===== src/rtl/conv_neuron_pkg.sv =====
// Shared types and the saturation/ReLU helper for the sequential convolution neuron.
package conv_neuron_pkg;

  typedef enum logic [1:0] {IDLE, MAC, DONE} state_t;

  // Wide enough for any accumulator width this block is instantiated with.
  localparam int unsigned SAT_W = 64;

  function automatic logic signed [SAT_W-1:0] sat_relu(
    input logic signed [SAT_W-1:0] val,
    input logic                    relu,
    input logic signed [SAT_W-1:0] lo,
    input logic signed [SAT_W-1:0] hi
  );
    if (relu && (val < 0)) return '0;
    if (val > hi) return hi;
    if (val < lo) return lo;
    return val;
  endfunction

endpackage


===== src/rtl/conv_mac_lane.sv =====
// Combinational sum of LANES unsigned-pixel by signed-weight products at accumulator width.
module conv_mac_lane #(
  parameter int unsigned LANES  = 1,
  parameter int unsigned DATA_W = 8,
  parameter int unsigned COEF_W = 8,
  parameter int unsigned ACC_W  = 19
) (
  input  logic [LANES*DATA_W-1:0] pix,
  input  logic [LANES*COEF_W-1:0] coef,
  output logic signed [ACC_W-1:0] sum
);

  logic signed [DATA_W+COEF_W:0] prod [LANES];

  always_comb begin
    sum = '0;
    for (int i = 0; i < LANES; i++) begin
      prod[i] = $signed({1'b0, pix[i*DATA_W +: DATA_W]}) * $signed(coef[i*COEF_W +: COEF_W]);
      sum     = sum + ACC_W'(prod[i]);
    end
  end

endmodule


===== src/rtl/conv_neuron_mac.sv =====
// Multi-beat convolution neuron: stored kernel, valid/ready handshakes, shift, saturate, ReLU.
module conv_neuron_mac
  import conv_neuron_pkg::*;
#(
  parameter int unsigned NUM_TAPS = 4,
  parameter int unsigned LANES    = 1,
  parameter int unsigned DATA_W   = 8,
  parameter int unsigned COEF_W   = 8,
  parameter int unsigned OUT_W    = 8,
  parameter int unsigned SHIFT    = 0
) (
  input  logic                               clk,
  input  logic                               rst_n,
  input  logic                               kernel_we,
  input  logic [NUM_TAPS*COEF_W-1:0]         kernel_in,
  input  logic                               in_valid,
  output logic                               in_ready,
  input  logic [NUM_TAPS-1:0][DATA_W-1:0]    pixels,
  input  logic                               relu_en,
  output logic                               out_valid,
  input  logic                               out_ready,
  output logic [OUT_W-1:0]                   conv_result,
  output logic                               kernel_drop
);

  localparam int unsigned BEATS  = NUM_TAPS / LANES;
  localparam int unsigned BEAT_W = (BEATS > 1) ? $clog2(BEATS) : 1;
  localparam int unsigned ACC_W  = DATA_W + COEF_W + 1 + $clog2(NUM_TAPS);
  localparam logic signed [SAT_W-1:0] OUT_MAX = {{(SAT_W-OUT_W+1){1'b0}}, {(OUT_W-1){1'b1}}};
  localparam logic signed [SAT_W-1:0] OUT_MIN = ~OUT_MAX;

  if ((NUM_TAPS % LANES) != 0) begin : g_bad_lanes
    $error("NUM_TAPS must be a multiple of LANES");
  end
  if (SHIFT >= ACC_W) begin : g_bad_shift
    $error("SHIFT must be smaller than the accumulator width");
  end

  state_t                      state_q, state_d;
  logic [BEAT_W-1:0]           beat_q, beat_d;
  logic signed [ACC_W-1:0]     acc_q, acc_d;
  logic [NUM_TAPS*COEF_W-1:0]  kernel_q, kernel_d;
  logic [NUM_TAPS*DATA_W-1:0]  pix_q, pix_d;
  logic                        relu_q, relu_d;
  logic [OUT_W-1:0]            result_q, result_d;
  logic                        valid_q, valid_d;
  logic                        drop_q, drop_d;

  logic signed [ACC_W-1:0]     lane_sum;
  logic signed [ACC_W-1:0]     acc_sum;
  logic signed [ACC_W-1:0]     shifted;
  logic signed [SAT_W-1:0]     sat_val;
  logic                        unused_sat;

  conv_mac_lane #(
    .LANES  (LANES),
    .DATA_W (DATA_W),
    .COEF_W (COEF_W),
    .ACC_W  (ACC_W)
  ) u_lane (
    .pix  (pix_q[beat_q * (LANES*DATA_W) +: LANES*DATA_W]),
    .coef (kernel_q[beat_q * (LANES*COEF_W) +: LANES*COEF_W]),
    .sum  (lane_sum)
  );

  assign acc_sum    = acc_q + lane_sum;
  assign shifted    = acc_sum >>> SHIFT;
  assign sat_val    = sat_relu(SAT_W'(shifted), relu_q, OUT_MIN, OUT_MAX);
  assign unused_sat = ^sat_val[SAT_W-1:OUT_W];

  always_comb begin
    state_d  = state_q;
    beat_d   = beat_q;
    acc_d    = acc_q;
    kernel_d = kernel_q;
    pix_d    = pix_q;
    relu_d   = relu_q;
    result_d = result_q;
    valid_d  = valid_q;
    drop_d   = drop_q;
    unique case (state_q)
      IDLE: begin
        // Kernel is written first so a same-cycle vector computes with it.
        if (kernel_we) kernel_d = kernel_in;
        if (in_valid) begin
          pix_d   = pixels;
          relu_d  = relu_en;
          acc_d   = '0;
          beat_d  = '0;
          state_d = MAC;
        end
      end
      MAC: begin
        if (kernel_we) drop_d = 1'b1;
        acc_d  = acc_sum;
        beat_d = beat_q + 1'b1;
        if (beat_q == BEAT_W'(BEATS - 1)) begin
          result_d = sat_val[OUT_W-1:0];
          valid_d  = 1'b1;
          state_d  = DONE;
        end
      end
      DONE: begin
        if (kernel_we) drop_d = 1'b1;
        if (out_ready) begin
          valid_d = 1'b0;
          state_d = IDLE;
        end
      end
      default: state_d = IDLE;
    endcase
  end

  always_ff @(posedge clk or negedge rst_n) begin
    if (!rst_n) begin
      state_q  <= IDLE;
      beat_q   <= '0;
      acc_q    <= '0;
      kernel_q <= '0;
      pix_q    <= '0;
      relu_q   <= 1'b0;
      result_q <= '0;
      valid_q  <= 1'b0;
      drop_q   <= 1'b0;
    end else begin
      state_q  <= state_d;
      beat_q   <= beat_d;
      acc_q    <= acc_d;
      kernel_q <= kernel_d;
      pix_q    <= pix_d;
      relu_q   <= relu_d;
      result_q <= result_d;
      valid_q  <= valid_d;
      drop_q   <= drop_d;
    end
  end

  assign in_ready    = (state_q == IDLE);
  assign out_valid   = valid_q;
  assign conv_result = result_q;
  assign kernel_drop = drop_q;

endmodule

===== config.mk =====
export PLATFORM = sky130hd
export DESIGN_NAME = conv_neuron_mac
export DESIGN_NICKNAME = d
export VERILOG_FILES = /design/src/rtl/conv_neuron_pkg.sv /design/src/rtl/conv_mac_lane.sv /design/src/rtl/conv_neuron_mac.sv
export SDC_FILE = /design/constraint.sdc
export NUM_CORES = 1
export LEC_CHECK = 0
export BUFFER_PORTS_ARGS = -buffer_cell sky130_fd_sc_hd__buf_4
export CORE_MARGIN = 4
export CORE_UTILIZATION = 37
export DETAILED_ROUTE_END_ITERATION = 8
export PLACE_DENSITY = 0.55
export RECOVER_POWER = 25
export SYNTH_ARGS = -nofsm -noshare
export SYNTH_HDL_FRONTEND = slang
export SYNTH_SLANG_ARGS = --single-unit

===== constraint.sdc =====
create_clock -name clk -period 18.95 [get_ports clk]
set_clock_uncertainty 0.05 [all_clocks]
set_input_delay 1.895 -clock clk [delete_from_list [all_inputs] [get_ports clk]]
set_output_delay 1.895 -clock clk [all_outputs]
set_load 0.01 [all_outputs]

Word-level counts from Yosys, hierarchy flattened. Index checks and enable logic that the tools add are counted.

Bits in registers: 98. Input port bits: 70. Output and inout bits: 11. Word-level logic and storage cells: 58.

$add $sub $neg: 2. $mul: 1. Order comparisons: 3. Eq/ne operators: 6. Shift-type cells: 2. Multiplexer cells: 23. Reduce and logical (&&, ||, !) cells: 12.

Operators by type and width (count): variable part select 32 x 6 -> 8 bit (2); 2-to-1 mux 8 bit (6); case mux 19 bit (2 select lines) (1); adder 19 x 17 -> 19 bit (1); greater-than comparator 19 x 8 -> 1 bit, second input constant (1); < comparator 19 x 1 -> 1 bit, second input constant (1); < comparator 19 x 8 -> 1 bit, second input constant (1); 2-to-1 mux 19 bit (1); multiplier 9 x 8 -> 17 bit (1); AND reduction 2 bit (5); 2-to-1 mux 1 bit (8); 2-to-1 mux 2 bit (4); != test 2 bit, second input constant (3); case mux 2 bit (3 select lines) (1); AND reduction 3 bit (2); == test 2 bit, second input constant (2); case mux 2 bit (2 select lines) (1); nonzero test 2 bit (2); adder 2 x 1 -> 2 bit, second input constant (1); == test 2 x 1 -> 1 bit, second input constant (1); zero test 2 bit (1); case mux 1 bit (2 select lines) (1); OR reduction 2 bit (1); logical AND 1 bit (1).

Logic depth before layout (Yosys ltp). Gate-level depths: netlist of run 1.

Word-level depth: 12. Mapped depth: 23. Gate-level depth less buffers: 21.

Modules after synthesis. Synthesis of run 1 repeated with hierarchy kept, for this count alone.

Cells, all modules: 669. Area total of the unflattened synthesis: 7385.8 sq um.

Modules (own cells, without submodules): conv_neuron_mac (instances 1, cells each 391, area each 5042.3 sq um, seq. area each 2452.4 sq um); conv_mac_lane (instances 1, cells each 278, area each 2343.5 sq um, seq. area each 0.0 sq um).

Worst setup path after synthesis of run 1. Ideal clock, no wire load.

Kind: flip-flop to flip-flop. Start point: reg beat_q[0]. End point: reg result_q[6], in the netlist conv_result[6]. Library setup time: 0.139 ns. Data arrival time: 6.351 ns. Setup slack: 12.410 ns. Stages on the path, launching flop included: 20. Path buffers: 2. Cell sequence: dfrtp_1 > buf_2 > buf_1 > mux4_2 > and2_1 > fa_1 > fa_1 > inv_1 > fa_1 > inv_1 > fa_1 > ha_1 > ha_1 > nor2b_4 > o2111a_1 > or4b_4 > a41oi_2 > nand4_2 > o41ai_4 > a31oi_1.

Word-level cells in the longest chain between the ends: 10. Elaborated cells between the ends (all ways): 21. Those cells by class: 1 x add/sub; 1 x mul; 3 x order compare; 1 x eq/ne; 2 x shift; 11 x mux; 2 x reduce/logical.

Ends and longest elaborated chain: start, declared (RTL line conv_neuron_mac.sv:40) `logic [BEAT_W-1:0] beat_q, beat_d;`; start signal, assigned (RTL line conv_neuron_mac.sv:127) `beat_q <= beat_d;`; variable part select 32 x 6 -> 8 bit, on equally long branches (RTL line conv_neuron_mac.sv:61, conv_neuron_mac.sv:62); multiplier 9 x 8 -> 17 bit (RTL line conv_mac_lane.sv:18) `prod[i] = $signed({1'b0, pix[i*DATA_W +: DATA_W]}) * $signed(coef[i*COEF_W +: COEF_W]);`; adder 19 x 17 -> 19 bit (RTL line conv_neuron_mac.sv:66) `assign acc_sum = acc_q + lane_sum;`; < comparator 19 x 8 -> 1 bit (RTL line conv_neuron_pkg.sv:17) `if (val < lo) return lo;`; 2-to-1 mux 1 bit (2 in a row) (RTL line conv_neuron_pkg.sv:17); 2-to-1 mux 1 bit (RTL line conv_neuron_pkg.sv:16) `if (val > hi) return hi;`; 2-to-1 mux 8 bit (RTL line conv_neuron_pkg.sv:18) `return val;`; 2-to-1 mux 8 bit (RTL line conv_neuron_pkg.sv:17); 2-to-1 mux 8 bit (RTL line conv_neuron_pkg.sv:16); end signal, assigned (RTL line conv_neuron_mac.sv:132) `result_q <= result_d;`; end, declared (RTL line conv_neuron_mac.sv:45) `logic [OUT_W-1:0] result_q, result_d;`.

Parallel ways exist; a longest one is shown, timed or not. The select of a mux whose other input is x is not followed. A chain may end at the register's enable or synchronous reset.

Worst setup path in the final report of run 1.
Start point: reg beat_q[0]. End point: reg result_q[2], in the netlist conv_result[2].

The elaborated chain is that of the path after synthesis.

==> run summary, run 1 <==
Die Area: 21,810 µm²
Failing checks: capacitance limit, slew limit
Critical path capture point type: flip-flop
WP data arrival: 7.00 ns
Die height: 147.7 µm
TritonCTS Buffers: 9
Setup Crit Path Kind: reg -> reg
Reg2Reg Capture Point: conv_result[2]
Synth warn: 0
Initial antenna violation count: 0
Vias in the first global route: 5,635
Total I/O pin count: 81
CTS tree: yes
Yosys cell types: 57
Die W: 147.7 µm
Max-cap violations: 2
Syn nets: 821
Final global-route overflow total: 0
Via count: 5,069
RSZ-0062 raised after global routing: no
Final Slew Violations: 68
Layout Nets: 902
TritonRoute pass-1 iters: 4
Routability Congestion: 0.8575
Final Cycle Share: 36.12%
Worst Setup SP: beat_q[0]
Post-route ant nets: 0
Setup slack, reg-to-reg: 12.11 ns
Share of layout cells above drive strength 1: 26.48%
Final setup violating endpoints: 0
Drt via density: 5.146
Worst r2r path cells: 19
Initial drt markers: 276
Post-synth EDFFs: 0
Initial Util: 38.09%
Main flop type after synthesis: dfrtp_1
Hold Violations, Final: 0
Startpoint type of the worst setup path: flip-flop
Worst slew pin tran: 1.815 ns
Status: complete, but fails checks
Area growth from synthesis to layout: 16.45%
Clock transition at the registers of the reported paths: 0.07 ns
CTS Hold Bufs: 0
Max clock buf depth: 2
FP Rows: 50
# clock sinks: 98
Synthesized instance count: 640
DR DRC count: 0
Placeable Area: 18,960 µm²
Drt total wl: 16,940 µm
Wire length per cell: 17.19 µm
Resized cells post-CTS: 0
Min Tclk post-route: 6.844 ns
Max frequency: 0.1461 GHz
CP Data Required Time: 19.10 ns
Syn Area/Cell: 11.28 µm²
Mapped Area: 7219 µm²
#FFs+latches synth: 98
PortBufs: 80
GRT Overall Usage: 16.31%
Slew margin rel.: -21.03%
Fin Setup TNS: 0 ns
Final instance area: 8407 µm²
First-pass GRT wire length: 28,570 µm
Hold WC Path Type: reg -> reg
Worst-skew pair later-pin latency: 0.35 ns
Postcts setup bufs: 0
Reg-to-Reg Start: beat_q[0]
H-tree levels: 3
CP max FO: 19
Async SR Flop Fraction: 100.0%
Diode count: 0
Root Driver: clkbuf_16
Largest net degree at the start of global routing: 76
Detailed Place HPWL: 13,260 µm
Worst setup path end: conv_result[2]
Dpl cell area: 8125 µm²
Sequential area share after synthesis: 33.97%
critical path, cell delays in order, from the launching register on:
cell and delay (ns):
dfrtp_1 0.32, buf_4 0.32, mux4_2 0.69, nand2b_1 0.22
fa_1 0.54, inv_1 0.06, fa_1 0.53, inv_1 0.06
fa_1 0.54, inv_1 0.06, fa_1 0.47, ha_1 0.30
ha_1 0.41, and3_1 0.21, a2111oi_0 0.45, o311ai_0 0.40
nor2_1 0.22, nand4_2 0.14, o41ai_4 0.52, a22oi_1 0.16
worst min-delay path by stage:
stage,start,end,slack (ns),depth (start not counted)
after floorplan,acc_q[9],acc_q[9],0.40,2
after global placement,kernel_drop,kernel_drop,0.40,1
after detailed placement,kernel_drop,kernel_drop,0.42,1
after CTS,kernel_drop,kernel_drop,0.44,1
after global routing,acc_q[5],acc_q[5],0.46,2
final,kernel_drop,kernel_drop,0.43,1
cells in the final DEF, fill, tap and decap left out, types with 10 or more instances in the layout:
master and count:
a21oi_1 16, a22o_1 10, and2_1 35, buf_4 80, dfrtp_1 98, fa_1 51, ha_1 60, inv_1 79
mux2_2 67, mux4_2 15, nand2_1 60, nor2_1 20, o21ai_0 19
kinds of logic (layout without fill, tap and decap cells):
| logic type | Yosys count | count (layout) | synth area share [%] |
|---|---|---|---|
| AO/OA/AOI/OAI | 82 | 82 | 8.267 |
| XOR/XNOR | 10 | 10 | 1.213 |
| adder cells (fa/ha/maj) | 111 | 111 | 24.54 |
| buffers and inverters | 95 | 180 | 5.009 |
| flip-flops | 98 | 98 | 33.97 |
| multiplexers | 85 | 85 | 15.55 |
| AND/OR/NAND/NOR | 159 | 159 | 11.46 |
cells in the mapped netlist, types with 2 or more instances:
| library cell | n | area [µm²] |
|---|---|---|
| a2111oi_0 | 2 | 17.52 |
| a211oi_1 | 6 | 45.04 |
| a21o_1 | 3 | 22.52 |
| a21oi_1 | 16 | 80.08 |
| a22o_1 | 10 | 87.58 |
| a22oi_1 | 7 | 52.55 |
| and2_1 | 35 | 219.0 |
| and4_1 | 3 | 26.28 |
| buf_1 | 5 | 18.77 |
| buf_2 | 4 | 20.02 |
| clkbuf_1 | 7 | 26.28 |
| dfrtp_1 | 98 | 2452 |
| fa_1 | 51 | 1021 |
| ha_1 | 60 | 750.7 |
| inv_1 | 79 | 296.5 |
| mux2_2 | 67 | 754.5 |
| mux2i_1 | 3 | 30.03 |
| mux4_2 | 15 | 337.8 |
| nand2_1 | 60 | 225.2 |
| nand2b_1 | 7 | 43.79 |
| nand3_1 | 5 | 25.02 |
| nand3b_1 | 2 | 15.01 |
| nor2_1 | 20 | 75.07 |
| nor3_1 | 9 | 45.04 |
| o21a_1 | 3 | 22.52 |
| o21ai_0 | 19 | 95.09 |
| o31ai_1 | 3 | 22.52 |
| or3_1 | 3 | 18.77 |
| or3b_2 | 2 | 17.52 |
| xnor2_1 | 8 | 70.07 |
| xor2_1 | 2 | 17.52 |
cell type report:
| cell class | count | area (µm²) |
|---|---|---|
| clock inverter | 6 | 75.07 |
| fill | 1775 | 10550 |
| timing repair buffer | 86 | 626.9 |
| inverter | 79 | 296.5 |
| clock buffer | 9 | 225.2 |
| multi-input combinational | 447 | 4405 |
| sequential | 98 | 2452 |
| tap | 260 | 325.3 |
stage by stage:
stage / hold slack, ns / utilization [%] / cells / setup slack [ns]
after floorplan: 0.3985 / - / 640 / 12.41
after global placement: 0.3964 / 42.86 / 970 / 12.44
after detailed placement: 0.4185 / 42.86 / 970 / 12.17
after CTS: 0.4385 / 44.45 / 985 / 12.17
after global routing: 0.4581 / 44.35 / 985 / 11.66
final: 0.4328 / 44.35 / 985 / 12.11
flip-flops by register name, indices dropped and copies added (netlist names), 2 cells and up:
| signal | cells |
|---|---|
| pix_q | 32 |
| kernel_q | 32 |
| state_q | 2 |
| acc_q | 19 |
| beat_q | 2 |
| conv_result | 8 |
routing by layer:
layer,GRT usage [%],share of wire (%),vias up,wire length [µm]
li1,-,-,2353,-
met1,21.57,45,2578,7605
met2,27.30,49,114,8308
met3,2.544,3.4,24,578
met4,5.825,2.6,0,444
met5,0,0,-,0
Power of run 1 is not shown: default switching activity piles up to over one toggle a cycle in this logic, so the estimate is an artifact.
==> run 2, diff against run 1 <==
PLACE_DENSITY = 0.57   (was 0.55)
clock period = 6 ns   (was 18.95 ns; I/O delays follow)
==> run 2 against run 1 <==
Net effect: the run ends with capacitance limit, slew limit, setup timing left; core utilization up 4.6 points; critical path depth down 1; fmax up 12%; worst hold slack worse by 0.0098 ns; count of clock-buffer cells in the layout up 2; register-to-register slack worse by 12 ns; cell count up 6.9%; setup slack worse by 12 ns; die area unchanged.
==> run summary, run 2 (synthesized netlist as in run 1, its figures left out) <==
Status: complete, but fails checks (unchanged)
Failing checks: capacitance limit, slew limit, setup timing (was capacitance limit, slew limit)
Setup Crit Path Kind: reg -> reg (unchanged)
Post-route ant nets: 0 (unchanged)
CP max FO: 6 (was 19)
Top cell by count, worst path: fa_1 (unchanged)
Wire length per cell: 16.72 µm (was 17.19 µm)
Area growth from synthesis to layout: 28.63% (was 16.45%)
Fin Setup TNS: -0.5478 ns (was 0 ns)
PortBufs: 80 (unchanged)
Hold WC Path Type: reg -> reg (unchanged)
Most frequent cells in the layout: 135 x buf_4, 97 x dfrtp_1, 76 x inv_1 (was 98 x dfrtp_1, 80 x buf_4, 79 x inv_1)
Critical path capture point type: flip-flop (unchanged)
Initial drt markers: 219 (was 276)
Die W: 147.7 µm (unchanged)
Slowest CP cell: mux4_2 (unchanged)
Die height: 147.7 µm (unchanged)
Hold Violations, Final: 0 (unchanged)
Placeable Area: 18,960 µm² (unchanged)
Min Tclk post-route: 6.090 ns (was 6.844 ns)
Worst slew pin tran: 2.383 ns (was 1.815 ns)
Drt total wl: 17,600 µm (was 16,940 µm)
Max clock buf depth: 2 (unchanged)
Worst-skew pair later-pin latency: 0.35 ns (about the same)
Diode count: 0 (unchanged)
WHS: 0.4230 ns (was 0.4328 ns)
CTS tree: yes (unchanged)
Routability Congestion: 0.8622 (was 0.8575)
Fin worst setup slack: -0.08965 ns (was 12.11 ns)
CP Data Required Time: 6.22 ns (was 19.10 ns)
Drt via density: 4.978 (was 5.146)
Commonest non-fill, non-tap cell in the layout: buf_4 (was dfrtp_1)
Startpoint type of the worst setup path: flip-flop (unchanged)
Max frequency: 0.1642 GHz (was 0.1461 GHz)
Layout Nets: 970 (was 902)
Total of fill cells in the finished design: 1,708 (was 1,775)
Final setup violating endpoints: 7 (was 0)
Largest net degree at the start of global routing: 56 (was 76)
Final Cycle Share: 101.5% (was 36.12%)
Total I/O pin count: 81 (unchanged)
Slew margin rel.: -58.87% (was -21.03%)
Final Slew Violations: 45 (was 68)
Share of layout cells above drive strength 1: 38.21% (was 26.48%)
CP peak stage delay: 0.57 ns (was 0.69 ns)
H-tree levels: 3 (unchanged)
Clock transition at the registers of the reported paths: 0.06 ns (was 0.07 ns)
Initial antenna violation count: 0 (unchanged)
# clock sinks: 98 (unchanged)
Vias in the first global route: 5,846 (was 5,635)
TritonCTS Buffers: 9 (unchanged)
Initial Util: 38.09% (unchanged)
Die Area: 21,810 µm² (unchanged)
Max-cap violations: 1 (was 2)
Root Driver: clkbuf_16 (unchanged)
GRT Overall Usage: 16.87% (was 16.31%)
DR DRC count: 0 (unchanged)
FP Rows: 50 (unchanged)
Via count: 5,242 (was 5,069)
Pre-CTS WS: -0.3796 ns (was 12.17 ns)
Final global-route overflow total: 0 (unchanged)
CP Cell Sequence: buf_6, mux4_2, buf_6, and2_4, fa_2, fa_1, fa_1, fa_1, fa_1, ha_4, buf_6, o2111a_2, or4b_4, a22oi_4, nand4_1, nor4_4, a21oi_4, a22oi_2 (was buf_4, mux4_2, nand2b_1, fa_1, inv_1, fa_1, inv_1, fa_1, inv_1, fa_1, ha_1, ha_1, and3_1, a2111oi_0, o311ai_0, nor2_1, nand4_2, o41ai_4, a22oi_1)
First-pass GRT wire length: 29,440 µm (was 28,570 µm)
TritonRoute pass-1 iters: 4 (unchanged)
Detailed Place HPWL: 13,900 µm (was 13,260 µm)
Largest registers: kernel_q (32), pix_q (32), acc_q (19) (unchanged)
RSZ-0062 raised after global routing: yes (was no)
WP data arrival: 6.31 ns (was 7.00 ns)
-- run 2: path summary, 6_finish.rpt --
check | from | endpoint | slack (ns) | cells after the start
max in group asynchronous | rst_n | acc_q[13] | 3.22 | 2
hold reg to reg | conv_result[7] | conv_result[7] | 0.42 | 2
hold / removal | conv_result[7] | conv_result[7] | 0.42 | 2
setup reg to reg | beat_q[0] | conv_result[2] | -0.09 | 18
min in group asynchronous | rst_n | pix_q[27] | 0.92 | 1
setup / recovery | beat_q[0] | conv_result[2] | -0.09 | 18
-- run 2: stage by stage --
| step | instance area, µm² | utilization, % | std cells |
|---|---|---|---|
| 2_1_floorplan | 7282 | - | 640 |
| 3_3_place_gp | 8572 | 45.22 | 1022 |
| 3_5_place_dp | 8572 | 45.22 | 1022 |
| 4_1_cts | 9130 | 48.17 | 1051 |
| 5_1_grt | 9286 | 48.99 | 1053 |
| 6_report | 9286 | 48.99 | 1053 |
-- run 2: layout make-up --
| cell class | instances | area (µm²) | area share [%] |
|---|---|---|---|
| multi-input cells | 447 | 4716 | 50.78 |
| flip-flops and latches | 98 | 2454 | 26.42 |
| repair buffers | 154 | 1200 | 12.92 |
| well taps | 260 | 325.3 | 3.503 |
| inverters | 79 | 296.5 | 3.193 |
| clock buffers | 11 | 242.7 | 2.614 |
| clock inverters | 4 | 52.55 | 0.5659 |
-- run 2: critical path: cells and delay by family, from the launching register on --
kind | cells | cell delay (ns)
mux | 1 | 0.57
compound gates | 4 | 0.71
buf+inv | 3 | 0.42
fa+ha+maj | 6 | 2.66
simple gates | 4 | 1.17
flops | 1 | 0.41
-- run 2: per-layer routing --
metal / wire length [µm] / GRT usage [%] / up-vias
li1: - / - / 2491
met1: 7625 / 21.48 / 2646
met2: 9141 / 29.41 / 82
met3: 495 / 2.667 / 23
met4: 340 / 5.499 / 0
met5: 0 / 0 / -
-- run 2: repair_timing --
action | in CTS | in global routing
setup endpoints to repair | 10 | 10
hold buffers | 0 | 0
resized for setup | 40 | 33
pin swaps | 31 | 15
buffers inserted | 14 | 2
Power of run 2 is left out for the same reason.
==> run 3, diff against run 2 <==
CORE_ASPECT_RATIO = 1.5   (was default)
==> run 3 against run 2 <==
Net effect: critical endpoint is now conv_result[1]; setup slack lost 0.087 ns; the run still ends with capacitance limit, slew limit, setup timing left; via count grew 1.3%; wire length is 2.6% higher; global-route usage up 0.50 points; count of clock-buffer cells in the layout is the same; register-to-register slack lost 0.09 ns; critical path type unchanged; cell count shrank 0.66%; first-iteration DRC count down 15%.
==> run summary, run 3 (synthesized netlist as in run 1, its figures left out) <==
Drt total wl: 18,060 µm (was 17,600 µm)
Detailed Place HPWL: 14,000 µm (was 13,900 µm)
Hold Violations, Final: 0 (unchanged)
Final setup violating endpoints: 8 (was 7)
Largest net degree at the start of global routing: 62 (was 56)
Worst slew pin tran: 2.329 ns (was 2.383 ns)
Max frequency: 0.1619 GHz (was 0.1642 GHz)
RSZ-0062 raised after global routing: yes (unchanged)
Drt via density: 5.075 (was 4.978)
Min Tclk post-route: 6.177 ns (was 6.090 ns)
Clock transition at the registers of the reported paths: 0.07 ns (was 0.06 ns)
CP max FO: 7 (was 6)
PortBufs: 80 (unchanged)
Die W: 122.1 µm (was 147.7 µm)
Max clock buf depth: 2 (unchanged)
Initial Util: 37.68% (was 38.09%)
Layout Nets: 966 (was 970)
Startpoint type of the worst setup path: flip-flop (unchanged)
Register area: 2452 µm² (was 2454 µm²)
Slew margin rel.: -55.24% (was -58.87%)
Placed Cells: 1,011 (was 1,022)
Via count: 5,308 (was 5,242)
Share of layout cells above drive strength 1: 38.23% (was 38.21%)
Total I/O pin count: 81 (unchanged)
Commonest non-fill, non-tap cell in the layout: buf_4 (unchanged)
Worst-skew pair later-pin latency: 0.34 ns (was 0.35 ns)
Setup Crit Path Kind: reg -> reg (unchanged)
Critical path capture point type: flip-flop (unchanged)
Vias in the first global route: 5,989 (was 5,846)
Initial drt markers: 186 (was 219)
First-pass GRT wire length: 29,640 µm (was 29,440 µm)
Root Driver: clkbuf_16 (unchanged)
WP data arrival: 6.38 ns (was 6.31 ns)
Die Area: 21,860 µm² (was 21,810 µm²)
Final Slew Violations: 39 (was 45)
Initial antenna violation count: 0 (unchanged)
Final global-route overflow total: 0 (unchanged)
Status: complete, but fails checks (unchanged)
CTS Hold Bufs: 0 (unchanged)
Fin worst setup slack: -0.1771 ns (was -0.08965 ns)
# clock sinks: 98 (unchanged)
Most frequent cells in the layout: 126 x buf_4, 98 x dfrtp_1, 73 x inv_1 (was 135 x buf_4, 97 x dfrtp_1, 76 x inv_1)
Failing checks: capacitance limit, slew limit, setup timing (unchanged)
Post-route ant nets: 0 (unchanged)
Diode count: 0 (unchanged)
TritonRoute pass-1 iters: 4 (unchanged)
Die height: 179.1 µm (was 147.7 µm)
Max-cap violations: 1 (unchanged)
CP Data Required Time: 6.21 ns (was 6.22 ns)
DR DRC count: 0 (unchanged)
Final Cycle Share: 103.0% (was 101.5%)
Wire length per cell: 17.27 µm (was 16.72 µm)
GRT Overall Usage: 17.37% (was 16.87%)
Area growth from synthesis to layout: 28.27% (was 28.63%)
TritonCTS Buffers: 9 (unchanged)
CTS tree: yes (unchanged)
Placeable Area: 19,160 µm² (was 18,960 µm²)
Multi-input logic area: 4720 µm² (was 4716 µm²)
Hold WC Path Type: reg -> reg (unchanged)
H-tree levels: 3 (unchanged)
Total of fill cells in the finished design: 1,743 (was 1,708)
Largest registers: kernel_q (32), pix_q (32), acc_q (19) (unchanged)
FP Rows: 62 (was 50)
Post-route insts no fill: 1,046 (was 1,053)
Routability Congestion: 0.8829 (was 0.8622)
-- run 3: cell count changes in the layout (fill, tap and decap cells not counted), moves of 2 or more --
cell,change
fa_1,+2
a2111oi_2,+2
buf_12,+2
a2111oi_4,-2
fa_2,-2
clkbuf_1,+5
inv_1,-3
and4_4,+2
buf_4,-9
a211oi_2,+2
clkinvlp_4,+2
inv_2,+3
buf_6,-4
-- run 3: final cells by class --
| type | count | area share [%] |
|---|---|---|
| timing repair buffer | 150 | 12.59 |
| clock inverter | 5 | 0.6756 |
| clock buffer | 11 | 2.621 |
| tap | 256 | 3.459 |
| multi-input combinational | 447 | 50.97 |
| inverter | 79 | 3.202 |
| sequential | 98 | 26.48 |
-- run 3: final timing paths --
| kind | start | endpoint | slack [ns] | depth (start not counted) |
|---|---|---|---|---|
| max | beat_q[0] | conv_result[1] | -0.18 | 23 |
| min | kernel_drop | kernel_drop | 0.41 | 1 |
| max reg2reg | beat_q[0] | conv_result[1] | -0.18 | 23 |
| min reg2reg | kernel_drop | kernel_drop | 0.41 | 1 |
| max in group asynchronous | rst_n | kernel_q[0] | 2.56 | 2 |
| min in group asynchronous | rst_n | acc_q[1] | 0.90 | 1 |
-- run 3: per-stage QoR --
step           worst slack (ns)  setup TNS [ns]  hold WS [ns]  area, µm²  util [%]
2_1_floorplan           0.02612               0        0.2544       7282         -
3_3_place_gp            -0.2621          -2.250        0.3897       8527     44.50
3_5_place_dp            -0.4012          -3.408        0.4081       8527     44.50
4_1_cts                 -0.2338          -1.678        0.2016       9158     47.79
5_1_grt                 -0.3547          -2.904        0.4170       9260     48.33
6_report                -0.1771          -1.059        0.4126       9260     48.33
-- run 3: per-layer routing --
| metal | share of wire (%) | up-vias | routed length (µm) | GRT usage (%) |
|---|---|---|---|---|
| li1 | - | 2476 | - | - |
| met1 | 38 | 2688 | 6811 | 18.86 |
| met2 | 56 | 101 | 10050 | 32.91 |
| met3 | 2.3 | 43 | 413 | 2.083 |
| met4 | 4.4 | 0 | 786 | 8.454 |
| met5 | 0 | - | 0 | 0 |
-- run 3: repair_timing --
item,CTS,global route
gates resized for setup,40,33
pin swaps,28,18
endpoints found under the hold margin,0,0
buffers inserted,14,5
setup endpoints to repair,10,11
-- run 3: worst max-delay path, stage by stage (launching register included) --
cell	delay, ns
dfrtp_1	0.42
buf_12	0.15
buf_8	0.13
buf_12	0.12
mux4_2	0.46
buf_6	0.14
nand2_2	0.05
fa_1	0.48
inv_1	0.05
fa_1	0.47
inv_1	0.05
fa_1	0.53
inv_2	0.05
fa_2	0.55
ha_4	0.20
ha_4	0.21
nor2b_4	0.13
o2111a_2	0.29
or4b_4	0.52
a22oi_4	0.22
nand4_1	0.17
nor4_4	0.27
a21oi_4	0.14
a22oi_1	0.24
Power of run 3 is left out for the same reason.
